--- config.mk ---
export PLATFORM = sky130hd
export DESIGN_NAME = shift_rows_pipe
export DESIGN_NICKNAME = d
export VERILOG_FILES = /design/src/rtl/aes_pkg.sv /design/src/rtl/shift_rows_perm.sv /design/src/rtl/shift_rows_pipe.sv
export SDC_FILE = /design/constraint.sdc
export NUM_CORES = 1
export LEC_CHECK = 0
export BUFFER_PORTS_ARGS = -buffer_cell sky130_fd_sc_hd__buf_2
export CAP_MARGIN = 40
export CORE_ASPECT_RATIO = 1.5
export CORE_MARGIN = 2
export CORE_UTILIZATION = 50
export DETAILED_ROUTE_END_ITERATION = 10
export MAX_ROUTING_LAYER = met4
export PLACE_DENSITY = 0.77
export SLEW_MARGIN = 5
export SYNTH_ARGS = -nofsm -noshare
export SYNTH_HDL_FRONTEND = slang
export SYNTH_SLANG_ARGS = --single-unit
--- constraint.sdc ---
create_clock -name clk -period 4.6 [get_ports clk]
set_clock_uncertainty 0.15 [all_clocks]
set_input_delay 0.92 -clock clk [delete_from_list [all_inputs] [get_ports clk]]
set_output_delay 0.92 -clock clk [all_outputs]
set_load 0.005 [all_outputs]
--- src/rtl/aes_pkg.sv ---
// ---------------------------------------------------------------------------
// aes_pkg
// Shared constants and helpers for the AES round datapath stages
// (ShiftRows pipeline today, MixColumns successor later).
//   NB_MIN / NB_MAX : supported Rijndael block widths in columns
//   MODE_*          : per-transaction transform select
//   rowOffset()     : cyclic shift applied to row r for a given block width
// ---------------------------------------------------------------------------
package aes_pkg;

    localparam int NB_MIN = 4;
    localparam int NB_MAX = 8;

    localparam logic [1:0] MODE_FWD = 2'b00;
    localparam logic [1:0] MODE_INV = 2'b01;
    localparam logic [1:0] MODE_BYP = 2'b10;
    localparam logic [1:0] MODE_RSV = 2'b11;

    // Rijndael uses offsets 0,1,2,3 for 4/6 columns and 0,1,3,4 for 8.
    function automatic int rowOffset(input int nb, input int r);
        if (nb == 8 && r >= 2) begin
            return r + 1;
        end
        return r;
    endfunction

endpackage

--- src/rtl/shift_rows_perm.sv ---
// ---------------------------------------------------------------------------
// shift_rows_perm
// Combinational ShiftRows / InvShiftRows / bypass byte permutation.
// Ports:
//   mode  in  2     MODE_FWD, MODE_INV, anything else passes through
//   in    in  32*NB state, byte s[r][c] at [W-1-8*(4c+r) -: 8]
//   out   out 32*NB permuted state, same packing
// ---------------------------------------------------------------------------
module shift_rows_perm
    import aes_pkg::*;
#(
    parameter int NB = 4
) (
    input  logic [1:0]         mode,
    input  logic [32*NB-1:0]   in,
    output logic [32*NB-1:0]   out
);

    localparam int W = 32 * NB;

    logic [W-1:0] fwdState;
    logic [W-1:0] invState;

    // Pure wiring: each output byte is a fixed source byte per direction.
    for (genvar r = 0; r < 4; r++) begin : gRow
        localparam int OFF = rowOffset(NB, r);
        for (genvar c = 0; c < NB; c++) begin : gCol
            localparam int FWD_SRC = (c + OFF) % NB;
            localparam int INV_SRC = (c + NB - OFF) % NB;
            assign fwdState[W-1-8*(4*c+r) -: 8] = in[W-1-8*(4*FWD_SRC+r) -: 8];
            assign invState[W-1-8*(4*c+r) -: 8] = in[W-1-8*(4*INV_SRC+r) -: 8];
        end
    end

    always_comb begin
        out = in;
        case (mode)
            MODE_FWD: out = fwdState;
            MODE_INV: out = invState;
            default:  out = in;
        endcase
    end

endmodule

--- src/rtl/shift_rows_pipe.sv ---
// ---------------------------------------------------------------------------
// shift_rows_pipe
// Flow-controlled ShiftRows stage: permutes on the input side and stores the
// result with its tag in a DEPTH-entry circular FIFO.
// Ports:
//   clk, rstN                 clock, synchronous active-low reset
//   inValid/inReady           input handshake
//   inMode[1:0]               00 fwd, 01 inverse, 10 bypass, 11 bypass+flag
//   inState[W-1:0], inTag     state and sideband tag
//   outValid/outReady         output handshake
//   outState, outTag          head entry
//   outBadMode                head entry was submitted with mode 11
// ---------------------------------------------------------------------------
module shift_rows_pipe
    import aes_pkg::*;
#(
    parameter int NB    = 4,
    parameter int DEPTH = 2,
    parameter int TAGW  = 4
) (
    input  logic                clk,
    input  logic                rstN,
    input  logic                inValid,
    output logic                inReady,
    input  logic [1:0]          inMode,
    input  logic [32*NB-1:0]    inState,
    input  logic [TAGW-1:0]     inTag,
    output logic                outValid,
    input  logic                outReady,
    output logic [32*NB-1:0]    outState,
    output logic [TAGW-1:0]     outTag,
    output logic                outBadMode
);

    localparam int W        = 32 * NB;
    localparam int PW       = (DEPTH > 1) ? $clog2(DEPTH) : 1;
    localparam int SLOTS    = 1 << PW;
    localparam logic [PW-1:0] LAST_PTR  = PW'(DEPTH - 1);
    localparam logic [2:0]    DEPTH_CNT = 3'(DEPTH);

    if (NB < NB_MIN || NB > NB_MAX || NB == 5 || NB == 7) begin : gBadNb
        $error("shift_rows_pipe: NB must be 4, 6 or 8");
    end
    if (DEPTH < 1 || DEPTH > 4) begin : gBadDepth
        $error("shift_rows_pipe: DEPTH must be 1..4");
    end

    logic [W-1:0]    permState;
    logic            push;
    logic            pop;
    logic [PW-1:0]   wrPtr;
    logic [PW-1:0]   rdPtr;
    logic [2:0]      count;

    // Storage is rounded up to a power of two so pointer width matches the
    // index width; slots at or beyond DEPTH are never addressed.
    logic [W-1:0]    memState [0:SLOTS-1];
    logic [TAGW-1:0] memTag   [0:SLOTS-1];
    logic            memBad   [0:SLOTS-1];

    shift_rows_perm #(.NB(NB)) uPerm (
        .mode (inMode),
        .in   (inState),
        .out  (permState)
    );

    // Full buffer can still accept when the head leaves in the same cycle.
    assign inReady  = rstN && ((count < DEPTH_CNT) || outReady);
    assign outValid = (count != 3'd0);
    assign push     = inValid && inReady;
    assign pop      = outValid && outReady;

    assign outState   = memState[rdPtr];
    assign outTag     = memTag[rdPtr];
    assign outBadMode = memBad[rdPtr];

    always_ff @(posedge clk) begin
        if (!rstN) begin
            wrPtr <= '0;
            rdPtr <= '0;
            count <= '0;
            // Cleared so the outputs read zero while the buffer is empty.
            for (int i = 0; i < SLOTS; i++) begin
                memState[i] <= '0;
                memTag[i]   <= '0;
                memBad[i]   <= 1'b0;
            end
        end else begin
            if (push) begin
                memState[wrPtr] <= permState;
                memTag[wrPtr]   <= inTag;
                memBad[wrPtr]   <= (inMode == MODE_RSV);
                wrPtr           <= (wrPtr == LAST_PTR) ? '0 : wrPtr + 1'b1;
            end
            if (pop) begin
                rdPtr <= (rdPtr == LAST_PTR) ? '0 : rdPtr + 1'b1;
            end
            case ({push, pop})
                2'b10:   count <= count + 3'd1;
                2'b01:   count <= count - 3'd1;
                default: count <= count;
            endcase
        end
    end

endmodule

==> impl_results.md <==
* Status: completed
* Hold Path Cell Cnt at 2
* CP Capture Type: output pin
* Clock sink total at 272
* First-pass GRT wire length at 44.6 mm
* Share of the synthesized area in the top cell type at 0.606
* Maximum clock path buffer count at 3
* Die Height at 202 um
* Gate Count Post-Synth at 927
* Max cap viols at 0
* Setup ws final at 1.20 ns
* Yosys top cell by area: edfxtp_1
* Rel. slew slack at 0.432
* Boundary Pins at 273
* Layout fillers at 2104
* Net Count, Synth at 1067
* CTS Buf Count at 26
* Post-synthesis mux area share at 0.245
* Hold Fails Final Rpt at 0
* CP required at 3.53 ns
* Synth Flop Type: edfxtp_1
* Sequential share of the synthesized area at 0.618
* Complex-gate fraction of the synthesized area at 0.00354
* CP max stage delay at 0.69 ns
* Synth area leaders: edfxtp_1, mux2_2, mux2i_1
* R2R depth at 5
* Warning count from the yosys run at 0
* Worst-Margin Slew at 0.853 ns
* # setup viols final at 0
* Dpl ws at 1.48 ns
* Vias at 8187
* Critical-path maximum fanout at 39
* Worst r2r src: count[2]
* CTS hold repair buffers at 0
* Vias in the first global route at 8364
* DRT Pass-1 Iters at 4
* Period utilisation layout at 0.739
* Die area at 0.0275 mm^2
* Syn Std Cell Area at 0.0131 mm^2
* Share of layout cells above drive strength 1 at 0.453
* Maximum VDD drop at 310 uV
* Post-synth top cells: edfxtp_1, mux2_2, nor2_1
* Synth Area in Simple Gates at 0.101
* Worst Hold Class: reg2reg
* CP arrival at 2.33 ns
* CTS tree: built
* Max Freq at 294 MHz
* Initial antenna violation count at 4
* Final WL at 29.4 mm
* Cells along the critical path: buf_4 > mux2_2 > buf_2
* Post-route ant nets at 0
* Clock Latency Late Sink at 0.52 ns
* FF+latch count, synth at 272
* Row count at 72
* Post-synthesis async set-or-reset flop share at 0
* Max-slew violation count at 0
* Main combinational cell family by area after synthesis: multiplexers
* Routed wire length per instance at 19.1 um
* DP HPWL at 19.5 mm
* Synth Area in Adders at 0.00249
* Fin nets at 1320
* CP Class: reg2out
* Post-CTS Resized at 0
* DRC viols at 0
* Initial Util at 0.508
* Fin crit period at 3.40 ns
* # port buffers at 272
* Slowest cell on crit path: dfxtp_4
* Die W at 136 um
* Leak at 0.00655 uW
* Synth-to-Final Area Change at 19.6%
* Via/cell ratio at 5.33
* Htree depth at 1
* Total setup buffers inserted after CTS at 0
* Clk pin slew, worst setup/hold paths at 0.06 ns
* Synth Area in XOR/XNOR at 0.00201
* Root Buffer: clkbuf_16
* Hold EP: memBad[1]
* EDFF count, synth at 264
* RSZ-0062 raised after global routing: no
* Setup TNS Final at 0 ns
* R2R Path End: memState[0][10]
* Library cells used by synthesis at 29
* Largest net degree at the start of global routing at 99
* Register-to-register setup slack at 2.15 ns
* Syn avg cell area at 14.1 um^2
* Hold_sp: memBad[1]
* Setup crit start kind: flop
* Total gr overflow at 0
* Pwr per Cell Area at 465 mW/mm^2
* Tot GR Track Use at 0.215
* Most frequent cell after synthesis: edfxtp_1
* CORE AREA at 0.0258 mm^2
* GP Congestion at 0.832
* First-iteration detailed-routing DRC count at 361
==> worst max-delay path by stage <==
stage | startpoint | end | slack (ns)
2_1_floorplan | rstN | memState[1][0] | 0.88
3_3_place_gp | outReady | memState[0][75] | 1.52
3_5_place_dp | outReady | memState[0][75] | 1.48
4_1_cts | flop | outState[83] | 1.14
5_1_grt | flop | outState[83] | 1.08
6_report | flop | outState[83] | 1.20
==> layer usage <==
layer	vias to the layer above	global-route usage	wire length, um
li1	3848	-	-
met1	4056	0.255	11400
met2	246	0.371	15100
met3	37	0.0421	2070
met4	0	0.0606	726
met5	-	-	0
==> final cells by class <==
class | count | area, um^2 | area share
sequential | 272 | 8090 | 0.517
multi-input combinational | 589 | 4670 | 0.299
timing repair buffer | 288 | 1580 | 0.101
clock buffer | 39 | 751 | 0.0479
tap | 333 | 417 | 0.0266
clock inverter | 9 | 128 | 0.00815
inverter | 3 | 11.3 | 0.000719
antenna | 4 | 10.0 | 0.000639
==> where the power goes <==
part | internal, uW | switching [uW] | total (uW)
Sequential | 3070 | 137 | 3210
Clock | 1300 | 888 | 2190
Combinational | 949 | 940 | 1890
==> cell families after synthesis <==
kind of cell             count (synthesis)
multiplexers                           296
AND/OR/NAND/NOR                        283
flip-flops                             272
buffers and inverters                   66
AO/OA/AOI/OAI                            5
XOR/XNOR                                 3
adder cells (fa/ha/maj)                  2
==> flip-flops by register name, summed over array words and instances (netlist names), named ones only <==
register / flops
memState: 256
memTag: 8
count: 3
memBad: 2
rdPtr: 1
wrPtr: 1
==> cell usage in the layout (no fill, tap or decap), types with 2 or more instances in the layout <==
master and n:
nor2_1 192, bufinv_16 3, or3_2 2, inv_1 3, nor2b_1 2, o21ai_0 2, clkbuf_16 27, clkbuf_1 9
and2_1 63, buf_2 271, diode_2 4, mux2_2 197, clkbuf_8 3, dfxtp_1 7, xnor2_1 2, nand2_8 2
and2_2 12, mux2i_1 99, edfxtp_1 264, nand2_1 5, clkinv_2 2, buf_16 4, buf_4 12, clkinvlp_4 2
==> through the flow <==
stage | cell area [um^2] | utilization | cells | power [uW] | hold slack (ns)
detailed placement | 14800 | 0.573 | 1485 | 5170 | 0.316
global route | 15700 | 0.608 | 1537 | 7610 | 0.338
CTS | 15600 | 0.607 | 1533 | 7350 | 0.324
finish | 15700 | 0.608 | 1537 | 7280 | 0.321
global placement | 14700 | 0.569 | 1481 | 5110 | 0.310
floorplan | 13100 | - | 927 | 4390 | 0.294
==> worst max-delay path: cells and delay by family (launching register included) <==
kind                   cells  cell delay, ns
DFF                        1            0.69
buffers and inverters      2            0.64
muxes                      1            0.43
No activity file was read; power rests on OpenSTA's default activity.
